**config.mk**
```make
export PLATFORM = sky130hd
export DESIGN_NAME = freq_generator_flat
export DESIGN_NICKNAME = d
export VERILOG_FILES = /design/src/rtl/freq_generator_if.sv /design/src/rtl/freq_generator.sv /design/src/flat_wrapper.sv
export SDC_FILE = /design/constraint.sdc
export NUM_CORES = 1
export LEC_CHECK = 0
export BUFFER_PORTS_ARGS = -buffer_cell sky130_fd_sc_hd__buf_2
export CAP_MARGIN = 20
export CORE_MARGIN = 2
export CORE_UTILIZATION = 55
export CTS_CLUSTER_SIZE = 25
export DETAILED_ROUTE_END_ITERATION = 10
export HOLD_SLACK_MARGIN = 0.03
export PLACE_DENSITY = 0.77
export SYNTH_ARGS = -nofsm -noshare
export SYNTH_HDL_FRONTEND = slang
export SYNTH_SLANG_ARGS = --single-unit
```
**constraint.sdc**
```tcl
create_clock -name clk -period 5 [get_ports clk]
set_input_delay 0 -clock clk [delete_from_list [all_inputs] [get_ports clk]]
set_output_delay 0 -clock clk [all_outputs]
set_load 0.01 [all_outputs]
```
**src/rtl/freq_generator_if.sv**
```systemverilog
`timescale 1ns/1ps
`default_nettype none
// freq_generator_if: load/digit request and status/wave bundle for freq_generator.
// Optional pulse signal present only when FREQGEN_PULSE_EN is defined.
interface freq_generator_if;
  logic       load;
  logic [3:0] bcd3;
  logic [3:0] bcd2;
  logic [3:0] bcd1;
  logic [3:0] bcd0;
  logic       busy;
  logic       err;
  logic       wave;
`ifdef FREQGEN_PULSE_EN
  logic       pulse;

  modport master (output load, bcd3, bcd2, bcd1, bcd0, input busy, err, wave, pulse);
  modport slave  (input load, bcd3, bcd2, bcd1, bcd0, output busy, err, wave, pulse);
`else
  modport master (output load, bcd3, bcd2, bcd1, bcd0, input busy, err, wave);
  modport slave  (input load, bcd3, bcd2, bcd1, bcd0, output busy, err, wave);
`endif
endinterface
`default_nettype wire

```
**src/rtl/freq_generator.sv**
```systemverilog
`timescale 1ns/1ps
`default_nettype none
// freq_generator: BCD-programmed 50% square-wave source (rev 1.0).
// Optional macro FREQGEN_PULSE_EN adds a one-cycle strobe on each wave rising edge.
module freq_generator #(
  parameter int CLK_HZ = 50_000_000,
  parameter int CW     = 26
) (
  input wire logic        clk,
  input wire logic        reset,
  freq_generator_if.slave bus
);
  localparam int            SW         = $clog2(CW + 1);
  localparam logic [CW-1:0] c_half     = CW'(CLK_HZ / 2);
  localparam logic [SW-1:0] c_div_last = SW'(CW - 1);
  localparam logic [SW-1:0] c_cvt_last = SW'(3);

  typedef enum logic [1:0] {S_IDLE, S_CONVERT, S_DIVIDE, S_RUN} state_t;

  state_t        r_state;
  logic [15:0]   r_digits;
  logic [SW-1:0] r_step;
  logic [13:0]   r_acc;
  logic [13:0]   r_rem;
  logic [CW-1:0] r_dvd;
  logic [CW-1:0] r_quo;
  logic [CW-1:0] r_h;
  logic [CW-1:0] r_cnt;
  logic          r_busy;
  logic          r_err;
  logic          r_wave;
`ifdef FREQGEN_PULSE_EN
  logic          r_pulse;
`endif

  logic          w_bad;
  logic [3:0]    w_digit;
  logic [13:0]   w_acc_next;
  logic [14:0]   w_rem_sh;
  logic          w_ge;
  logic [CW-1:0] w_q_next;
  logic [CW-1:0] w_h_next;
  logic          w_toggle;

  assign w_bad = (bus.bcd3 > 4'd9) || (bus.bcd2 > 4'd9) ||
                 (bus.bcd1 > 4'd9) || (bus.bcd0 > 4'd9);

  always_comb begin
    w_digit = r_digits[3:0];
    case (r_step[1:0])
      2'd0: w_digit = r_digits[15:12];
      2'd1: w_digit = r_digits[11:8];
      2'd2: w_digit = r_digits[7:4];
      2'd3: w_digit = r_digits[3:0];
      default: w_digit = r_digits[3:0];
    endcase
  end

  assign w_acc_next = {r_acc[10:0], 3'b000} + {r_acc[12:0], 1'b0} + {10'd0, w_digit};

  // Remainder stays below f (< 2^14), so one extra bit covers the shifted value.
  assign w_rem_sh = {r_rem, r_dvd[CW-1]};
  assign w_ge     = w_rem_sh >= {1'b0, r_acc};
  assign w_q_next = CW'({r_quo, w_ge});
  assign w_h_next = (w_q_next == '0) ? CW'(1) : w_q_next;
  assign w_toggle = (r_h != '0) && (r_cnt == r_h - CW'(1));

  always_ff @(posedge clk) begin
    if (reset) begin
      r_state  <= S_IDLE;
      r_digits <= '0;
      r_step   <= '0;
      r_acc    <= '0;
      r_rem    <= '0;
      r_dvd    <= '0;
      r_quo    <= '0;
      r_h      <= '0;
      r_cnt    <= '0;
      r_busy   <= 1'b0;
      r_err    <= 1'b0;
      r_wave   <= 1'b0;
`ifdef FREQGEN_PULSE_EN
      r_pulse  <= 1'b0;
`endif
    end else begin
      // Wave generator keeps running on the old period while a retune is computed.
      if (w_toggle) begin
        r_wave <= ~r_wave;
        r_cnt  <= '0;
      end else if (r_h != '0) begin
        r_cnt <= r_cnt + CW'(1);
      end
`ifdef FREQGEN_PULSE_EN
      r_pulse <= w_toggle && !r_wave;
`endif

      case (r_state)
        S_IDLE, S_RUN: begin
          if (bus.load) begin
            if (w_bad) begin
              r_err <= 1'b1;
            end else begin
              r_err    <= 1'b0;
              r_digits <= {bus.bcd3, bus.bcd2, bus.bcd1, bus.bcd0};
              r_acc    <= '0;
              r_step   <= '0;
              r_busy   <= 1'b1;
              r_state  <= S_CONVERT;
            end
          end
        end

        S_CONVERT: begin
          r_acc  <= w_acc_next;
          r_step <= r_step + SW'(1);
          if (r_step == c_cvt_last) begin
            r_step <= '0;
            if (w_acc_next == '0) begin
              r_state <= S_IDLE;
              r_busy  <= 1'b0;
              r_h     <= '0;
              r_cnt   <= '0;
              r_wave  <= 1'b0;
`ifdef FREQGEN_PULSE_EN
              r_pulse <= 1'b0;
`endif
            end else begin
              r_state <= S_DIVIDE;
              r_rem   <= '0;
              r_quo   <= '0;
              r_dvd   <= c_half;
            end
          end
        end

        S_DIVIDE: begin
          r_rem  <= 14'(w_ge ? (w_rem_sh - {1'b0, r_acc}) : w_rem_sh);
          r_quo  <= w_q_next;
          r_dvd  <= r_dvd << 1;
          r_step <= r_step + SW'(1);
          if (r_step == c_div_last) begin
            r_state <= S_RUN;
            r_busy  <= 1'b0;
            r_h     <= w_h_next;
            r_cnt   <= '0;
          end
        end

        default: r_state <= S_IDLE;
      endcase
    end
  end

  assign bus.busy = r_busy;
  assign bus.err  = r_err;
  assign bus.wave = r_wave;
`ifdef FREQGEN_PULSE_EN
  assign bus.pulse = r_pulse;
`endif
endmodule
`default_nettype wire

```
**src/flat_wrapper.sv**
```systemverilog
// flat-port wrapper written by rule: the top's interface ports become plain ports
module freq_generator_flat 
#(
  parameter int CLK_HZ = 50_000_000,
  parameter int CW     = 26
)
  (clk, reset, bus_load, bus_bcd3, bus_bcd2, bus_bcd1, bus_bcd0, bus_busy, bus_err, bus_wave);
  freq_generator_if bus_i ();
  input wire logic clk;
  input wire logic reset;
  input wire logic [$bits(bus_i.load)-1:0] bus_load;
  input wire logic [$bits(bus_i.bcd3)-1:0] bus_bcd3;
  input wire logic [$bits(bus_i.bcd2)-1:0] bus_bcd2;
  input wire logic [$bits(bus_i.bcd1)-1:0] bus_bcd1;
  input wire logic [$bits(bus_i.bcd0)-1:0] bus_bcd0;
  output wire logic [$bits(bus_i.busy)-1:0] bus_busy;
  output wire logic [$bits(bus_i.err)-1:0] bus_err;
  output wire logic [$bits(bus_i.wave)-1:0] bus_wave;
  assign bus_i.load = bus_load;
  assign bus_i.bcd3 = bus_bcd3;
  assign bus_i.bcd2 = bus_bcd2;
  assign bus_i.bcd1 = bus_bcd1;
  assign bus_i.bcd0 = bus_bcd0;
  assign bus_busy = bus_i.busy;
  assign bus_err = bus_i.err;
  assign bus_wave = bus_i.wave;
  freq_generator #(.CLK_HZ(CLK_HZ), .CW(CW)) u_core (.clk(clk), .reset(reset), .bus(bus_i));
endmodule
```
==> qor.txt <==
Worst Max-Slew Pin Slew -> 0.7674 ns
Clock Tree Root -> clkbuf_16
Vias in the first global route -> 7049
Nets -> 1103
Worst endpoint data arrival time -> 5.02 ns
Core box area -> 15260 um2
Chip width -> 129.4 um
Final period util -> 0.9333
CP Class -> reg2reg
I/O Buffers -> 21
R2r endpoint -> u_core.r_rem[0]
Placer congestion estimate -> 0.8929
PwrDens -> 304.5 nW/um2
CTS clk-pin slew, worst paths -> 0.06 ns
XOR/XNOR share of the synthesized area -> 0.07898
CP max FO -> 8
Clk_skew -> 0.006019 ns
Leak -> 3.935 nW
Finish-stage setup viols -> 0
FF-to-FF path depth -> 16
Vias -> 7603
Max Cap Viol -> 0
Largest family of logic cells by synthesized area -> simple AND/OR/NAND/NOR gates
Synth Area in Compound Gates -> 0.1927
Fillers -> 1243
Largest cells by area after synthesis -> dfxtp_1 35%, ha_1 6.5%, a21oi_1 4.8%
Die Y -> 129.4 um
CP Capture Point -> u_core.r_rem[0]
Largest net degree at the start of global routing -> 62
Top cell type by total area after synthesis -> dfxtp_1
Register bit total from synthesis -> 151
Synth top area share -> 0.3495
Setup tns final -> 0 ns
Synth Instances -> 1023
Final Max Slew Viols -> 0
Worst Path Required -> 5.35 ns
First-pass GRT wire length -> 33950 um
Syn Nets -> 1090
Initial antenna violation count -> 0
Tot GR Track Use -> 0.2503
Time the worst path needs with I/O delays and setup -> 4.667 ns
Hold WC Path Type -> in2reg
RSZ-0062 raised after global routing -> no
Worst setup EP type -> flop
Dpl hpwl -> 13610 um
Avg Vias per Cell -> 6.039
Syn. warnings -> 0
Synthesis-to-layout area growth -> 12.98%
Top Ports -> 22
Clk_lat worst skew -> 0.43 ns
Syn_area_per_cell -> 8.455 um2
Post-synth EDFFs -> 0
Cts bufs inserted -> 17
Final hold vios -> 0
Routed len/inst -> 16.34 um
Post-synthesis simple-gate area fraction -> 0.2111
H-tree depth -> 4
Reg2reg setup slack -> 0.33 ns
Final WL -> 20580 um
Top-count cell post-synth -> dfxtp_1
Top post-synthesis cells by count -> 151 x dfxtp_1, 97 x nand2_1, 83 x a21oi_1, 63 x nor2_1, 61 x nand3_1
DIE AREA -> 16750 um2
Max-slew headroom -> 0.4865
Ratio of cells with drive above 1 in the final layout -> 0.1050
Clk sinks -> 151
Result of the run -> completed
Ys flop type -> dfxtp_1
TritonCTS clock tree -> done
Remaining global-route overflow -> 0
RR Startpoint -> u_core.r_step[0]
Drc violations -> 0
Post-synth ARST share -> 0
Antenna-violating nets left -> 0
Worst Setup SP -> u_core.r_step[0]
Multiplexer area fraction after synthesis -> 0.04557
Highest Clock Rate -> 214.3 MHz
Max Buffers Root-to-Sink -> 2
# rows -> 45
TritonRoute pass-1 iters -> 5
Maximum vdd ir drop -> 0.0002742 V
# diodes -> 0
Setup crit start kind -> flop
Sequential cell area fraction in the yosys report -> 0.3495
Post-CTS Setup Bufs -> 0
Placed cell areas -> 8879 um2
Cell area after synthesis -> 8650 um2
Fin util -> 0.6404
Initial Util -> 0.5669
Netlist cell types -> 81
Post-synthesis adder-cell area fraction -> 0.07204
Design Area, Final -> 9772 um2
Initial DRC Count -> 649
[logic make-up (layout without fill, tap and decap cells)]
kind of cell             count (synthesis)  in the layout
AND/OR/NAND/NOR                        365            365
AO/OA/AOI/OAI                          237            237
flip-flops                             151            151
buffers and inverters                  105            130
XOR/XNOR                                78             78
adder cells (fa/ha/maj)                 48             48
multiplexers                            39             39
[registers in the layout (all words and copies together) (netlist names), 2 cells and up]
| register | count |
|---|---|
| u_core.r_step | 5 |
| u_core.r_acc | 14 |
| u_core.r_digits | 16 |
| u_core.r_state | 2 |
| u_core.r_cnt | 26 |
| u_core.r_dvd | 20 |
| u_core.r_h | 26 |
| u_core.r_quo | 25 |
| u_core.r_rem | 14 |
[area by class of cell]
class / count / area, um2 / area share
multi-input cells: 767 / 5213 / 0.5334
repair buffers: 53 / 400.4 / 0.04097
clock buffers: 22 / 454.2 / 0.04648
clock inverters: 9 / 245.2 / 0.02510
flip-flops and latches: 151 / 3023 / 0.3093
well taps: 211 / 264.0 / 0.02702
inverters: 46 / 172.7 / 0.01767
[power by group]
part / switching [W] / leakage (nW) / internal [W]
clock: 0.000493 / 0.338 / 0.00105
sequential: 0.00000694 / 1.22 / 0.00121
combinational: 0.000143 / 2.38 / 0.0000742
total: 0.000642 / 3.93 / 0.00233
[layer usage]
layer / up-vias / wire length (um) / GRT usage
met3: 25 / 858 / 0.04831
met2: 203 / 10330 / 0.4390
met4: 0 / 261 / 0.05818
li1: 3754 / - / -
met5: - / 0 / 0
met1: 3621 / 9125 / 0.3188
[what timing repair did]
item                                   CTS  global route
endpoints found under the hold margin   17             0
hold buffers                            17             0
gates resized for setup                  0             2
setup endpoints to repair                0            17
[placed cells by master (no fill, tap or decap), types with 15 or more instances in the layout]
cell type and n:
nand4_1 15, nor2_1 63, a21oi_1 83, ha_1 45, xor2_1 33, o21ai_0 19
nand3_1 61, nor3_1 55, clkbuf_16 17, dfxtp_1 151, buf_2 21, nand2_1 97
inv_1 43, a31o_2 25, mux2i_1 36, xnor2_1 45, dlygate4sd3_1 17
[worst min-delay path by stage]
| stage | start | end | cells after the start |
|---|---|---|---|
| 6_report | reset | u_core.r_acc[10] | 3 |
| 5_1_grt | reset | u_core.r_acc[1] | 3 |
| 4_1_cts | reset | u_core.r_acc[10] | 3 |
| 3_5_place_dp | bus_bcd2[0] | u_core.r_digits[8] | 3 |
| 3_3_place_gp | bus_bcd3[0] | u_core.r_digits[12] | 3 |
| 2_1_floorplan | bus_bcd3[3] | u_core.r_digits[15] | 2 |
[per-stage QoR]
| step | cells | power (W) | hold slack (ns) | setup slack, ns |
|---|---|---|---|---|
| 4_1_cts | 1258 | 0.002979 | 0.1900 | 0.2589 |
| 2_1_floorplan | 1023 | 0.001393 | 0.1360 | 0.7670 |
| 3_3_place_gp | 1210 | 0.001443 | 0.2402 | 0.4282 |
| 6_report | 1259 | 0.002976 | 0.1798 | 0.3335 |
| 5_1_grt | 1259 | 0.003062 | 0.2264 | 0.03688 |
| 3_5_place_dp | 1210 | 0.001445 | 0.2502 | 0.2836 |
[worst max-delay path, cell delays in order (launching register included)]
cell and delay [ns]:
dfxtp_1 0.43, ha_1 0.32, a222oi_1 0.15, nand2_1 0.08, o21ai_0 0.11, fa_1 0.50
inv_1 0.07, fa_1 0.46, a21oi_1 0.26, o221ai_1 0.22, a2111oi_0 0.40, or3b_2 0.23
nor4_4 0.06, and4_1 0.26, or4_1 0.61, buf_4 0.26, o2bb2ai_1 0.15
Power figures use the tool's default switching activity.
